File: src/rtl/uart_cmd_master.sv
// uart_cmd_master: host-side initiator for the UART command protocol.
// Serialises one request as a 10-byte frame, then hunts for, collects and
// checks the 8-byte response, reporting status, data and an error class.
module uart_cmd_master #(
    parameter logic [23:0] TIMEOUT_CYC = 24'd1250000,
    parameter logic [7:0]  HDR0        = 8'hAA,
    parameter logic [7:0]  HDR1        = 8'h55
) (
    input  logic        clk_sys,
    input  logic        rst_sys,
    input  logic        req_vld,
    output logic        req_rdy,
    input  logic [7:0]  req_cmd,
    input  logic [15:0] req_addr,
    input  logic [31:0] req_data,
    output logic        uart_tx_wen,
    output logic [7:0]  uart_tx_wdata,
    input  logic        uart_tx_rdy,
    input  logic        uart_rx_ren,
    input  logic [7:0]  uart_rx_rdata,
    output logic        rsp_vld,
    output logic [7:0]  rsp_status,
    output logic [31:0] rsp_data,
    output logic [1:0]  rsp_err,
    output logic        busy
);

    typedef enum logic [2:0] {
        S_IDLE,
        S_TX_BYTE,
        S_TX_GUARD,
        S_RX_WAIT,
        S_DONE
    } state_e;

    localparam logic [1:0] ERR_OK      = 2'b00;
    localparam logic [1:0] ERR_CSUM    = 2'b01;
    localparam logic [1:0] ERR_TIMEOUT = 2'b10;

    // The guard cycle itself is the first timeout cycle, so the counter is
    // loaded one short: expiry lands exactly TIMEOUT_CYC cycles after it.
    localparam logic [23:0] TMO_LOAD = (TIMEOUT_CYC == 24'd0) ? 24'd0 : TIMEOUT_CYC - 24'd1;

    state_e      state_q, state_d;
    logic [3:0]  tx_idx_q, tx_idx_d;
    logic [2:0]  rx_idx_q, rx_idx_d;
    logic [23:0] tmo_q, tmo_d;
    logic [7:0]  csum_q, csum_d;
    logic [7:0]  cmd_q, cmd_d;
    logic [15:0] addr_q, addr_d;
    logic [31:0] data_q, data_d;
    logic [7:0]  rx_status_q, rx_status_d;
    logic [31:0] rx_data_q, rx_data_d;
    logic [7:0]  rsp_status_q, rsp_status_d;
    logic [31:0] rsp_data_q, rsp_data_d;
    logic [1:0]  rsp_err_q, rsp_err_d;

    logic        tx_wen;
    logic [7:0]  tx_byte;
    logic [7:0]  tx_csum;

    // Request checksum over cmd, address and data bytes (mod 256 by width).
    assign tx_csum = cmd_q + addr_q[15:8] + addr_q[7:0] + data_q[31:24]
                   + data_q[23:16] + data_q[15:8] + data_q[7:0];

    // Select the request frame byte addressed by the transmit index.
    always_comb begin
        // NOTE: every always_comb output gets a default first so that no path
        // leaves it unassigned, which would otherwise infer a latch.
        tx_byte = 8'h00;
        case (tx_idx_q)
            4'd0:    tx_byte = HDR0;
            4'd1:    tx_byte = HDR1;
            4'd2:    tx_byte = cmd_q;
            4'd3:    tx_byte = addr_q[15:8];
            4'd4:    tx_byte = addr_q[7:0];
            4'd5:    tx_byte = data_q[31:24];
            4'd6:    tx_byte = data_q[23:16];
            4'd7:    tx_byte = data_q[15:8];
            4'd8:    tx_byte = data_q[7:0];
            4'd9:    tx_byte = tx_csum;
            default: tx_byte = 8'h00;
        endcase
    end

    // Next-state logic: transmit sequencing, header hunt, timeout, result.
    always_comb begin
        state_d      = state_q;
        tx_idx_d     = tx_idx_q;
        rx_idx_d     = rx_idx_q;
        tmo_d        = tmo_q;
        csum_d       = csum_q;
        cmd_d        = cmd_q;
        addr_d       = addr_q;
        data_d       = data_q;
        rx_status_d  = rx_status_q;
        rx_data_d    = rx_data_q;
        rsp_status_d = rsp_status_q;
        rsp_data_d   = rsp_data_q;
        rsp_err_d    = rsp_err_q;
        tx_wen       = 1'b0;

        case (state_q)
            S_IDLE: begin
                if (req_vld) begin
                    cmd_d    = req_cmd;
                    addr_d   = req_addr;
                    data_d   = req_data;
                    tx_idx_d = 4'd0;
                    state_d  = S_TX_BYTE;
                end
            end

            S_TX_BYTE: begin
                if (uart_tx_rdy) begin
                    tx_wen  = 1'b1;
                    state_d = S_TX_GUARD;
                end
            end

            // One dead cycle after every byte keeps write strobes apart.
            S_TX_GUARD: begin
                if (tx_idx_q != 4'd9) begin
                    tx_idx_d = tx_idx_q + 4'd1;
                    state_d  = S_TX_BYTE;
                end else begin
                    rx_idx_d = 3'd0;
                    csum_d   = 8'h00;
                    tmo_d    = TMO_LOAD;
                    state_d  = S_RX_WAIT;
                end
            end

            S_RX_WAIT: begin
                tmo_d = tmo_q - 24'd1;
                // The final byte takes priority over a coinciding expiry.
                if (uart_rx_ren && (rx_idx_q == 3'd7)) begin
                    rsp_status_d = rx_status_q;
                    rsp_data_d   = rx_data_q;
                    rsp_err_d    = (uart_rx_rdata == csum_q) ? ERR_OK : ERR_CSUM;
                    state_d      = S_DONE;
                end else if (tmo_q <= 24'd1) begin
                    rsp_status_d = 8'h00;
                    rsp_data_d   = 32'h0;
                    rsp_err_d    = ERR_TIMEOUT;
                    state_d      = S_DONE;
                end else if (uart_rx_ren) begin
                    case (rx_idx_q)
                        3'd0: begin
                            if (uart_rx_rdata == HDR0) rx_idx_d = 3'd1;
                        end
                        3'd1: begin
                            // A repeated HDR0 may itself start the real header.
                            if (uart_rx_rdata == HDR1)      rx_idx_d = 3'd2;
                            else if (uart_rx_rdata != HDR0) rx_idx_d = 3'd0;
                        end
                        3'd2: begin
                            rx_status_d = uart_rx_rdata;
                            csum_d      = csum_q + uart_rx_rdata;
                            rx_idx_d    = 3'd3;
                        end
                        default: begin
                            rx_data_d = {rx_data_q[23:0], uart_rx_rdata};
                            csum_d    = csum_q + uart_rx_rdata;
                            rx_idx_d  = rx_idx_q + 3'd1;
                        end
                    endcase
                end
            end

            S_DONE: state_d = S_IDLE;

            default: state_d = S_IDLE;
        endcase
    end

    // State and datapath registers with synchronous reset.
    always_ff @(posedge clk_sys) begin
        // NOTE: sequential state uses non-blocking assignments so every
        // register samples the pre-edge values regardless of statement order.
        if (rst_sys) begin
            state_q      <= S_IDLE;
            tx_idx_q     <= 4'd0;
            rx_idx_q     <= 3'd0;
            tmo_q        <= 24'd0;
            csum_q       <= 8'h00;
            cmd_q        <= 8'h00;
            addr_q       <= 16'h0;
            data_q       <= 32'h0;
            rx_status_q  <= 8'h00;
            rx_data_q    <= 32'h0;
            rsp_status_q <= 8'h00;
            rsp_data_q   <= 32'h0;
            rsp_err_q    <= 2'b00;
        end else begin
            state_q      <= state_d;
            tx_idx_q     <= tx_idx_d;
            rx_idx_q     <= rx_idx_d;
            tmo_q        <= tmo_d;
            csum_q       <= csum_d;
            cmd_q        <= cmd_d;
            addr_q       <= addr_d;
            data_q       <= data_d;
            rx_status_q  <= rx_status_d;
            rx_data_q    <= rx_data_d;
            rsp_status_q <= rsp_status_d;
            rsp_data_q   <= rsp_data_d;
            rsp_err_q    <= rsp_err_d;
        end
    end

    // req_rdy is masked by reset so every output reads 0 while it is held.
    assign req_rdy       = (state_q == S_IDLE) && !rst_sys;
    assign busy          = (state_q != S_IDLE);
    assign rsp_vld       = (state_q == S_DONE);
    assign uart_tx_wen   = tx_wen;
    assign uart_tx_wdata = tx_wen ? tx_byte : 8'h00;
    assign rsp_status    = rsp_status_q;
    assign rsp_data      = rsp_data_q;
    assign rsp_err       = rsp_err_q;

endmodule

File: config.mk
export PLATFORM = sky130hd
export DESIGN_NAME = uart_cmd_master
export DESIGN_NICKNAME = d
export VERILOG_FILES = /design/src/rtl/uart_cmd_master.sv
export SDC_FILE = /design/constraint.sdc
export NUM_CORES = 1
export LEC_CHECK = 0
export CAP_MARGIN = 0
export CORE_AREA = 4 4 140 155
export DETAILED_ROUTE_END_ITERATION = 6
export DIE_AREA = 0 0 144 159
export HOLD_SLACK_MARGIN = 0.02
export PLACE_DENSITY = 0.7
export RECOVER_POWER = 25
export SETUP_SLACK_MARGIN = 0.5
export SLEW_MARGIN = 5
export SYNTH_ARGS = -nofsm -noshare
export SYNTH_HDL_FRONTEND = slang
export SYNTH_SLANG_ARGS = --single-unit
File: constraint.sdc
create_clock -name clk_sys -period 13.3 [get_ports clk_sys]
set_input_delay 1.33 -clock clk_sys [delete_from_list [all_inputs] [get_ports clk_sys]]
set_output_delay 1.33 -clock clk_sys [all_outputs]
set_load 0.01 [all_outputs]
==> impl_metrics.env, run 1 <==
export IMPL_yosysUniqueCellTypes=61
export IMPL_cts_path_max_buffers=2
export IMPL_r2r_slack_ps=9840
export IMPL_ctsResizeCount=0
export IMPL_drt_met1_wl_um=10210
export IMPL_violations="max-capacitance violations, max-slew violations"
export IMPL_synth_top_family_by_area="simple AND/OR/NAND/NOR gates"
export IMPL_status="complete, but fails checks"
export IMPL_grt_max_degree=97
export IMPL_ys_ff_latch=180
export IMPL_drive_gt1_share_pct=4.292
export IMPL_power_leakage_nw=4.164
export IMPL_synthXorXnorAreaFrac_pct=2.906
export IMPL_coreArea_um2=19930
export IMPL_gr_usage_all_layers_pct=20.71
export IMPL_root_buffer="clkbuf_16"
export IMPL_ctsHtreeMaxLevel=4
export IMPL_synth_top_area_cell="dfxtp_1"
export IMPL_swShare_pct=30.61
export IMPL_syn2layout_area_growth_pct=21.41
export IMPL_wl_met2_um=11700
export IMPL_diodes=0
export IMPL_synth_area_um2=8912
export IMPL_end_kind="output pin"
export IMPL_hold_viol=0
export IMPL_fin_setup_tns_ps=0
export IMPL_first_pass_iters=6
export IMPL_hold_buffers=0
export IMPL_tightest_slew_ps=2391
export IMPL_max_slew_margin_rel_pct=-59.37
export IMPL_synth_edf_count=0
export IMPL_routed_wirelength_um=23590
export IMPL_cts_tree="built"
export IMPL_max_cap_viol_count=1
export IMPL_switchingPower_mw=0.4149
export IMPL_dr_total_vias=7784
export IMPL_die_y_um=159
export IMPL_top_layer_used="met4"
export IMPL_synth_compound_area_share_pct=17.73
export IMPL_critPathLaunch="cmd_q[2]"
export IMPL_yosysSeqAreaShare_pct=40.43
export IMPL_worstHoldStart="rx_data_q[31]"
export IMPL_power_frac_clock_pct=38.2
export IMPL_synth_nets=1210
export IMPL_clk_pin_slew_ps=80
export IMPL_wire_per_inst_um=16.64
export IMPL_hold_class="reg -> reg"
export IMPL_cp_arrival_ps=5140
export IMPL_start_kind="flip-flop"
export IMPL_nFillCells=1836
export IMPL_portBuffers=122
export IMPL_synth_area_mux_share_pct=1.937
export IMPL_antenna_left=0
export IMPL_cts_sinks=180
export IMPL_yosysWarningCount=0
export IMPL_clock_fmax_ghz=0.1545
export IMPL_synthesis_instances=1081
export IMPL_power_density_nw_per_um2=125.3
export IMPL_antenna_found_initial=0
export IMPL_cts_setup_buffers=0
export IMPL_synth_area_per_cell_um2=8.244
export IMPL_r2r_start="tx_idx_q[0]"
export IMPL_clock_latency_ps=440
export IMPL_internal_power_mw=0.9406
export IMPL_viasPerCell=5.493
export IMPL_ioPinCount=123
export IMPL_cp_max_fo=3
export IMPL_power_share_sequential_pct=42.5
export IMPL_fin_skew_ps=15.32
export IMPL_power_mw=1.355
export IMPL_synthArstFlopShare_pct=0
export IMPL_drc=0
export IMPL_grt_pass1_vias=7638
export IMPL_drt_iter0_markers=561
export IMPL_start_util_pct=44.71
export IMPL_wl_met3_um=1242
export IMPL_synth_top_area_share_pct=40.43
export IMPL_grt_pass1_wl_um=38460
export IMPL_yosys_top_cells_area="dfxtp_1 40%, nand2_1 8.6%, a21oi_1 7.8%"
export IMPL_cts_buffers=17
export IMPL_synth_fa_ha_area_share_pct=11.20
export IMPL_synth_simple_area_share_pct=19.02
export IMPL_rsz0062_at_grt="false"
export IMPL_rows=54
export IMPL_gr_total_overflow=0
export IMPL_gp_congestion=0.8802
export IMPL_post_route_period_util_pct=48.67
export IMPL_ir_drop_mv=0.09781
export IMPL_chipWidth_um=144
export IMPL_crit_type="reg -> out"
export IMPL_fin_crit_ps=6473
export IMPL_die_area_um2=22900
export IMPL_cp_required_ps=11970
export IMPL_drv_slew=60
export IMPL_placedCellCount=1385
export IMPL_combPwrFrac_pct=19.4
export IMPL_stdcell_count=1417
export IMPL_setup_viol=0
export IMPL_utilization_pct=54.29
export IMPL_synth_ff_type="dfxtp_1"
export IMPL_hpwlAfterDp_um=15840
export IMPL_final_nets=1281
## cells in the final DEF (no fill, tap or decap), drive strengths merged, types with 9 or more instances in the layout
master         synthesis  final
clkbuf                66     19
or4                    9      9
xnor2                 21     21
ha                    27     27
mux2i                 15     15
clkdlybuf4s50          0     85
a21oi                139    139
o21ai                 15     15
dlygate4sd3            0     36
nor2                  84     84
nor4                  13     13
or3                    9      9
fa                    33     33
nand3                 16     16
inv                   77     84
a211oi                 9      9
a22oi                 48     48
nor3                  19     19
nand2                204    204
dfxtp                180    180
## synth_stat cells (3+ instances only)
master,number
a2111oi_0,3
a211oi_1,9
a21o_1,5
a21oi_1,139
a222oi_1,6
a22oi_1,48
a31oi_1,6
and3_1,3
buf_2,8
clkbuf_1,66
dfxtp_1,180
fa_1,33
ha_1,27
inv_1,77
mux2i_1,15
nand2_1,204
nand3_1,16
nand3b_1,4
nor2_1,84
nor3_1,19
nor3b_1,3
nor4_1,13
nor4bb_1,3
o211ai_1,3
o21ai_0,15
o311ai_0,4
or2_2,3
or3_1,8
or4_1,8
xnor2_1,21
xor2_1,6
## routing by layer
layer  vias to the layer above  track usage, %
li1                       3815               -
met1                      3712           27.02
met2                       229           34.67
met3                        28           3.995
met4                         0           6.079
met5                         -               0
## worst paths after layout
kind / end / cells after the start
hold reg to reg: rx_data_q[31] / 2
hold / removal: rx_data_q[31] / 2
setup reg to reg: tmo_q[20] / 7
setup / recovery: uart_tx_wdata[7] / 16
## power groups by stage
stage                     registers (mW)  clock network (mW)  logic [mW]
after floorplan                    0.580                   0       0.197
final                              0.575               0.518       0.262
after CTS                          0.575               0.527       0.265
after detailed placement           0.588                   0       0.263
after global placement             0.587                   0       0.260
after global routing               0.578               0.546       0.301
## cell type report
| cell class | instances | area (um2) | area share [%] |
|---|---|---|---|
| clock inverters | 14 | 183.9 | 1.700 |
| flip-flops and latches | 180 | 3603 | 33.30 |
| clock buffers | 18 | 429.2 | 3.966 |
| well taps | 252 | 315.3 | 2.914 |
| multi-input cells | 746 | 4725 | 43.66 |
| inverters | 77 | 289.0 | 2.671 |
| repair buffers | 130 | 1275 | 11.78 |
## per-stage QoR
| step | worst slack, ps | area [um2] | hold WS (ps) |
|---|---|---|---|
| after global routing | 6531 | 10820 | 473.6 |
| after detailed placement | 7311 | 10210 | 447.4 |
| after global placement | 7376 | 10210 | 443.0 |
| final | 6827 | 10820 | 458.7 |
| after floorplan | 8034 | 8912 | 435.6 |
| after CTS | 6832 | 10830 | 458.5 |
## cell families (layout without fill, tap and decap cells)
logic type,Yosys count,in the layout
AO/OA/AOI/OAI,257,257
adder cells (fa/ha/maj),60,60
AND/OR/NAND/NOR,384,384
XOR/XNOR,28,28
flip-flops,180,180
multiplexers,17,17
buffers and inverters,155,239
## worst max-delay path, cell delays in order, from the launching register on
cell and delay (ps):
dfxtp_1 350, inv_1 70, fa_1 530, inv_1 60, fa_1 500, fa_1 540, inv_1 50, fa_1 500
inv_1 70, fa_1 460, a21o_1 170, a21oi_1 230, o21ai_0 160, xnor2_1 150, nand2_1 60, a21oi_1 220
clkdlybuf4s50_1 580
## registers in the layout (all words and copies together) (netlist names)
| register | count |
|---|---|
| rsp_err | 2 |
| rx_data_q | 32 |
| rsp_status | 8 |
| rsp_data | 32 |
| rx_status_q | 8 |
| state_q | 3 |
| addr_q | 16 |
| data_q | 32 |
| tmo_q | 24 |
| rx_idx_q | 3 |
| csum_q | 8 |
| tx_idx_q | 4 |
| cmd_q | 8 |
No activity file was read; power rests on OpenSTA's default activity.
==> inputs of run 2 (changes only) <==
- PLACE_DENSITY: 0.7 -> 0.72
- clock period: 13.3 -> 5.8 ns (I/O delays scaled with it)
==> impl_metrics.env, run 2 (synthesized netlist as in run 1, its figures left out) <==
export IMPL_status="complete, but fails checks"
export IMPL_violations="max-capacitance violations, max-slew violations"
export IMPL_power_density_nw_per_um2=292.0
export IMPL_multi_input_area_um2=4752
export IMPL_dr_total_vias=7865
export IMPL_stdcell_count=1420
export IMPL_worst_hold_slack_ps=459.5
export IMPL_max_cap_viol_count=1
export IMPL_routed_wirelength_um=23680
export IMPL_ioPinCount=123
export IMPL_mostFrequentLayoutCell="nand2_1"
export IMPL_ir_drop_mv=0.2275
export IMPL_cts_buffers=17
export IMPL_hold_viol=0
export IMPL_post_route_period_util_pct=90.77
export IMPL_power_leakage_nw=4.266
export IMPL_hpwlAfterDp_um=16080
export IMPL_fin_ws_ps=535.3
export IMPL_antenna_found_initial=0
export IMPL_clock_latency_ps=450
export IMPL_gr_usage_all_layers_pct=20.74
export IMPL_start_kind="flip-flop"
export IMPL_crit_type="reg -> out"
export IMPL_root_buffer="clkbuf_16"
export IMPL_final_cell_mix="203 x nand2_1, 176 x dfxtp_1, 136 x a21oi_1, 83 x nor2_1"
export IMPL_clock_fmax_ghz=0.1899
export IMPL_end_kind="output pin"
export IMPL_cts_tree="built"
export IMPL_final_nets=1284
export IMPL_power_mw=3.180
export IMPL_wire_per_inst_um=16.67
export IMPL_fin_crit_ps=5265
export IMPL_drive_gt1_share_pct=5.993
export IMPL_setup_viol=0
export IMPL_clk_pin_slew_ps=80
export IMPL_drt_iter0_markers=645
export IMPL_drc=0
export IMPL_coreArea_um2=19930
export IMPL_first_pass_iters=5
export IMPL_cts_path_max_buffers=2
export IMPL_hold_class="reg -> reg"
export IMPL_cp_max_fo=3
export IMPL_portBuffers=122
export IMPL_cts_sinks=180
export IMPL_max_slew_margin_rel_pct=-99.47
export IMPL_grt_pass1_vias=7637
export IMPL_die_y_um=159
export IMPL_tightest_slew_ps=2990
export IMPL_ctsHtreeMaxLevel=4
export IMPL_grt_pass1_wl_um=38620
export IMPL_gp_congestion=0.8990
export IMPL_start_util_pct=44.71
export IMPL_antenna_left=0
export IMPL_cp_required_ps=5220
export IMPL_cp_arrival_ps=4680
export IMPL_drv_slew=60
export IMPL_chipWidth_um=144
export IMPL_hold_buffers=0
export IMPL_grt_max_degree=78
export IMPL_die_area_um2=22900
export IMPL_viasPerCell=5.539
export IMPL_rsz0062_at_grt="true"
export IMPL_fin_setup_tns_ps=0
export IMPL_diodes=0
export IMPL_dp_slack_ps=652.5
export IMPL_rows=54
export IMPL_placedCellCount=1385
export IMPL_fin_skew_ps=20.27
export IMPL_nFillCells=1808
export IMPL_gr_total_overflow=0
export IMPL_syn2layout_area_growth_pct=22.21
export IMPL_seqCellArea_um2=3608
-- run 2: changes by cell type in the layout (fill, tap and decap cells not counted), moves of 3 or more --
cell | before | now
a21oi_2 | 0 | 3
inv_2 | 0 | 4
clkdlybuf4s50_1 | 85 | 73
dlymetal6s2s_1 | 0 | 3
dfxtp_1 | 180 | 176
dfxtp_2 | 0 | 4
inv_12 | 0 | 4
inv_1 | 77 | 73
dlygate4sd3_1 | 36 | 42
buf_4 | 8 | 12
-- run 2: per-stage QoR --
step,cell area [um2],utilization (%)
floorplan,8912,-
global placement,10210,51.21
CTS,10840,54.39
global route,10890,54.65
detailed placement,10210,51.21
finish,10890,54.65
-- run 2: layout make-up --
class | count | share of cell area, %
Tap cell | 252 | 2.895
Clock buffer | 17 | 3.906
Clock inverter | 15 | 1.872
Multi-Input combinational cell | 746 | 43.63
Sequential cell | 180 | 33.13
Inverter | 77 | 2.654
Timing Repair Buffer | 133 | 11.91
-- run 2: worst max-delay path: stages, from the launching register on --
cell	delay, ps
dfxtp_2	360
inv_2	40
fa_1	540
inv_2	40
fa_1	490
fa_1	530
inv_2	40
fa_1	540
inv_2	50
buf_4	130
ha_4	200
a21o_1	190
a21oi_2	140
buf_4	120
o21bai_1	80
a21oi_1	160
nor4_1	80
or3_1	340
buf_2	150
-- run 2: path summary, 6_finish.rpt --
path            startpoint          endpoint  slack [ps]  cells past startpoint
max             data_q[18]  uart_tx_wdata[6]         540                     18
min          rx_data_q[28]     rx_data_q[28]         460                      2
max reg2reg     state_q[2]        data_q[19]        1960                      4
min reg2reg  rx_data_q[28]     rx_data_q[28]         460                      2
-- run 2: what timing repair did --
action / CTS / global route
pin swaps: 0 / 11
setup endpoints to repair: 4 / 5
gates cloned: 0 / 0
resized for setup: 6 / 18
setup buffers: 0 / 3
-- run 2: per-layer routing --
metal  global-route usage [%]  up-vias  wire length (um)
li1                         -     3825                 -
met1                    26.74     3748             10160
met2                    33.07      231             11140
met3                    4.656       61              1349
met4                    9.289        0              1028
met5                        0        -                 0
-- run 2: power by group --
group / total, mW / switching (mW) / internal (mW)
combinational: 0.655 / 0.368 / 0.288
sequential: 1.32 / 0.0443 / 1.28
clock: 1.20 / 0.605 / 0.599
==> inputs of run 3 (changes only) <==
- SKIP_LAST_GASP: not set -> 1
==> results of run 3 <==
Same layout as run 2: the final DEF is identical, and so are final timing and power.
